===== src/rtl/cmp_pkg.sv =====
// Shared encodings for the comparator result monitor: result codes,
// FSM state codes and the one-hot flag decoder.
package cmp_pkg;

  localparam logic [1:0] RES_NONE = 2'b00;
  localparam logic [1:0] RES_GT   = 2'b01;
  localparam logic [1:0] RES_EQ   = 2'b10;
  localparam logic [1:0] RES_LT   = 2'b11;

  typedef enum logic [1:0] {
    ST_IDLE   = 2'b00,
    ST_TRACK  = 2'b01,
    ST_LOCKED = 2'b10,
    ST_ERROR  = 2'b11
  } state_t;

  // Only meaningful for one-hot {x,y,z}; anything else maps to RES_NONE.
  function automatic logic [1:0] res_encode(input logic x, input logic y, input logic z);
    case ({x, y, z})
      3'b100:  return RES_GT;
      3'b010:  return RES_EQ;
      3'b001:  return RES_LT;
      default: return RES_NONE;
    endcase
  endfunction

endpackage


===== src/rtl/sat_counter.sv =====
// Saturating up-counter with synchronous reset and soft clear.
module sat_counter #(
  parameter int W = 8
) (
  input  logic         clk,
  input  logic         rst,
  input  logic         clr,
  input  logic         inc,
  output logic [W-1:0] q
);

  always_ff @(posedge clk) begin
    if (rst || clr) begin
      q <= '0;
    end else if (inc && (q != {W{1'b1}})) begin
      q <= q + 1'b1;
    end
  end

endmodule


===== src/rtl/cmp_result_monitor.sv =====
// Monitors a 2-bit comparator's x/y/z flags: counts results, tracks equal runs
// to LOCKED, and flags malformed samples. Define CMP_CHECK_EN to cross-check flags against a/b.
module cmp_result_monitor
  import cmp_pkg::*;
#(
  parameter int CNT_W    = 8,
  parameter int LOCK_LEN = 3
) (
  input  logic             clk,
  input  logic             rst,
  input  logic             clear,
  input  logic             in_valid,
  input  logic [1:0]       a,
  input  logic [1:0]       b,
  input  logic             x,
  input  logic             y,
  input  logic             z,
  output logic [CNT_W-1:0] gt_cnt,
  output logic [CNT_W-1:0] eq_cnt,
  output logic [CNT_W-1:0] lt_cnt,
  output logic [1:0]       last_res,
  output logic             locked,
  output logic             err,
  output logic [1:0]       state
);

  localparam logic [3:0] LOCK_RUN = 4'(LOCK_LEN);

  state_t     state_q, state_nxt;
  logic [3:0] run_q, run_nxt;
  logic       accept, one_hot, agree, good, bad;
  logic [1:0] res;

  assign accept  = in_valid && !clear && (state_q != ST_ERROR);
  assign one_hot = ({x, y, z} == 3'b100) || ({x, y, z} == 3'b010) || ({x, y, z} == 3'b001);
  assign res     = res_encode(x, y, z);

`ifdef CMP_CHECK_EN
  assign agree = ({x, y, z} == {(a > b), (a == b), (a < b)});
`else
  logic unused_ab;
  assign unused_ab = ^{a, b};
  assign agree     = 1'b1;
`endif

  assign good = accept && one_hot && agree;
  assign bad  = accept && !(one_hot && agree);

  // The run saturates at LOCK_RUN, so further EQ samples keep LOCKED.
  always_comb begin
    run_nxt   = run_q;
    state_nxt = state_q;
    if (good) begin
      if (res == RES_EQ) begin
        run_nxt = (run_q >= LOCK_RUN) ? LOCK_RUN : run_q + 4'd1;
      end else begin
        run_nxt = 4'd0;
      end
      state_nxt = ((res == RES_EQ) && (run_nxt == LOCK_RUN)) ? ST_LOCKED : ST_TRACK;
    end else if (bad) begin
      state_nxt = ST_ERROR;
    end
  end

  always_ff @(posedge clk) begin
    if (rst || clear) begin
      state_q  <= ST_IDLE;
      run_q    <= 4'd0;
      last_res <= RES_NONE;
      locked   <= 1'b0;
      err      <= 1'b0;
    end else begin
      state_q <= state_nxt;
      run_q   <= run_nxt;
      locked  <= (state_nxt == ST_LOCKED);
      if (good) last_res <= res;
      if (bad)  err      <= 1'b1;
    end
  end

  assign state = state_q;

  sat_counter #(.W(CNT_W)) u_gt (
    .clk(clk), .rst(rst), .clr(clear), .inc(good && (res == RES_GT)), .q(gt_cnt)
  );
  sat_counter #(.W(CNT_W)) u_eq (
    .clk(clk), .rst(rst), .clr(clear), .inc(good && (res == RES_EQ)), .q(eq_cnt)
  );
  sat_counter #(.W(CNT_W)) u_lt (
    .clk(clk), .rst(rst), .clr(clear), .inc(good && (res == RES_LT)), .q(lt_cnt)
  );

endmodule


===== config.mk =====
export PLATFORM = sky130hd
export DESIGN_NAME = cmp_result_monitor
export DESIGN_NICKNAME = d
export VERILOG_FILES = /design/src/rtl/cmp_pkg.sv /design/src/rtl/sat_counter.sv /design/src/rtl/cmp_result_monitor.sv
export SDC_FILE = /design/constraint.sdc
export NUM_CORES = 1
export LEC_CHECK = 0
export ABC_AREA = 1
export BUFFER_PORTS_ARGS = -buffer_cell sky130_fd_sc_hd__clkbuf_2
export CORE_ASPECT_RATIO = 1.25
export CORE_MARGIN = 2
export CORE_UTILIZATION = 53
export CTS_CLUSTER_DIAMETER = 120
export DETAILED_ROUTE_END_ITERATION = 8
export PLACE_DENSITY = 0.78
export SLEW_MARGIN = 20
export SYNTH_ARGS = -nofsm -noshare
export SYNTH_HDL_FRONTEND = slang
export SYNTH_HIERARCHICAL = 1
export SYNTH_SLANG_ARGS = --single-unit

===== constraint.sdc =====
create_clock -name clk -period 2.3 [get_ports clk]
set_clock_uncertainty 0.15 [all_clocks]
set_input_delay 0.345 -clock clk [delete_from_list [all_inputs] [get_ports clk]]
set_output_delay 0.345 -clock clk [all_outputs]
set_load 0.02 [all_outputs]

==> results.cfg <==
[drt]
vias = 1695
viasPerCell = 4.86
highest_layer = met4
dr_wl_met3_um = 120
dr.first_iter.drc_count = 44
routedWlPerCell_um = 9.98
dr.pass1.iters = 4
wl_met2_mm = 1.68
drt-total-wl_mm = 3.48
met1_length_mm = 1.62
drtAntennaViolNets = 0
drc = 0

[setup_path]
crit_fanout = 8
critPathCaptureType = flop
criticalPathCategory = flop to flop
worst-endpoint-arrival_ps = 1940
cp.required_ps = 2320
start_kind = flop

[timing]
grt_setup_unrepaired = false
finalSetupTns_ps = 0
report.final.slew_viol_count = 0
max_slew_margin_pct = 77.6
final_hold_viol_count = 0
fin_crit_ps = 1920
finalSetupViolCount = 0
period_share_pct = 83.4
max_freq_ghz = 0.522
worstMarginPinSlew_ps = 333
hold_ws_ps = 260

[clock_network]
clk_pin_slew_ps = 60
cts_buffer_depth = 2
cts_sinks = 34
cts_tree = built
cts_htree_levels = 2
clock_latency_ps = 280
cts_setup_buffers = 0
root_buffer = clkbuf_8
cts_made_buffers = 5
cts_resized = 0
holdBufCountCts = 0

[layout]
nNetsFinal = 327
final_area_sq_mm = 0.00212
finalCoreUtilization_pct = 65.3
insertedDiodeCount = 0
final_common_cell = nand2_1
final_cell_mix = 72 x nand2_1, 48 x nor2_1, 36 x clkbuf_2
drive_above_1_share_pct = 23.4
fill_cells = 312
area_growth_pct = 16.4

[yosys]
muxShareOfSynthArea_pct = 0
postSynthRegisterBits = 34
yosysSeqAreaShare_pct = 37.3
synth_top_family_by_area = simple AND/OR/NAND/NOR gates
netlist_area_sq_mm = 0.00182
synth_top_flop_cell = dfxtp_1
post_synth_fa_ha_maj_area_fraction_pct = 2.74
ys_warn_count = 6
synthCells = 268
synth_top_cells_by_area = dfxtp_1 37%, nand2_1 15%, nor2_1 9.9%
synth-simple-area-share_pct = 43.7
synth_enable_flop_cells = 0
synth_top_area_share_pct = 37.3
synth.avg_cell_area_sq_um = 6.81
ys_types = 21
synthesis.nets = 283
synthXorXnorAreaFrac_pct = 0
synth_compound_area_share_pct = 7.41
synth-async-reset-ratio_pct = 0
synth_top_cell_by_area = dfxtp_1

[die]
fp.dieArea_sq_mm = 0.00393
rows = 23
die_h_um = 69.6
start_util_pct = 56.1
die_x_um = 56.5
core_area_sq_mm = 0.00325
io-pin-count = 41

[place]
dp_hpwl_mm = 2.65
gp_congestion = 0.805
dpl_cell_area_sq_mm = 0.00205
io_buffers = 36

[pwr]
power_density_mw_per_mm2 = 508
p_sw_share_pct = 23.1
p_int_w = 0.000829
switching_power_w = 0.000250
p_seq_share_pct = 55.3
power_leakage_nw = 0.996
power_frac_comb_pct = 7.4
ir_drop_v = 0.000479
finalPower_w = 0.00108
clock_power_share_pct = 37.3

[run]
cap_viol_max_count = 0

[min_path]
hp-class = input port to flop

[grt]
grt.overflow.total = 0
antenna_found_initial = 0
grt_max_degree = 12
grt_pass1_vias = 1555
grt_usage_pct = 19.3
grt_pass1_wl_mm = 6.18

[outcome]
status = completed
-- registers in the layout, indices dropped and copies added (netlist names) --
name,cells
u_lt/q,8
last_res,2
locked,1
u_gt/q,8
u_eq/q,8
run_q,4
state,2
err,1
-- synthesized netlist by cell type, types with 4 or more instances --
library cell	instances
nand3_2	5
dfxtp_1	34
nand3_1	19
nand2_1	72
inv_2	6
nor2_1	48
ha_1	4
a31oi_1	4
a21oi_1	21
nor2_2	4
inv_1	25
nand2_2	6
nor3_1	4
-- per-stage QoR --
stage | setup WS [ps] | instances
finish | 383 | 349
global route | 130 | 349
CTS | 353 | 349
detailed placement | 247 | 342
global placement | 272 | 342
floorplan | 310 | 268
-- kinds of logic after synthesis --
kind of cell	after synthesis
adders and majority gates	4
AOI/OAI and AO/OA	26
DFF	34
and+or+nand+nor	167
buffers and inverters	37
-- metal layers --
layer | track usage, % | up-vias
li1 | - | 933
met1 | 22.1 | 733
met2 | 33.3 | 25
met3 | 5.04 | 4
met4 | 7.94 | 0
met5 | 0 | -
-- power groups by stage --
stage	sequential, W	combinational (W)	clock (W)
after global routing	0.000596	0.0000882	0.000439
after CTS	0.000596	0.0000805	0.000420
final	0.000596	0.0000797	0.000403
after detailed placement	0.000609	0.0000798	0
after floorplan	0.000614	0.0000451	0
after global placement	0.000609	0.0000792	0
-- worst paths after layout --
path	cells after the start	slack (ps)	end	start
setup / recovery	10	380	u_eq/q[4]	state[0]
hold / removal	3	260	locked	in_valid
setup reg to reg	10	380	u_eq/q[4]	state[0]
hold reg to reg	2	290	run_q[3]	run_q[3]
-- cell type report --
cell class / count / area [sq um] / share of cell area, %
clock buffers: 7 / 76.3 / 3.59
inverters: 34 / 128 / 6.01
multi-input cells: 197 / 982 / 46.3
flip-flops and latches: 34 / 681 / 32.1
well taps: 37 / 46.3 / 2.18
repair buffers: 40 / 210 / 9.90
-- critical path, stage by stage, from the launching register on --
cell	delay, ps
dfxtp_1	330
nand2_1	60
nand3b_1	170
inv_2	170
nand2_4	100
nor3_1	280
nand2_1	140
nor3_1	200
nand3_1	110
nand2_1	70
nor2_1	40
(Power assumes the default switching activity.)
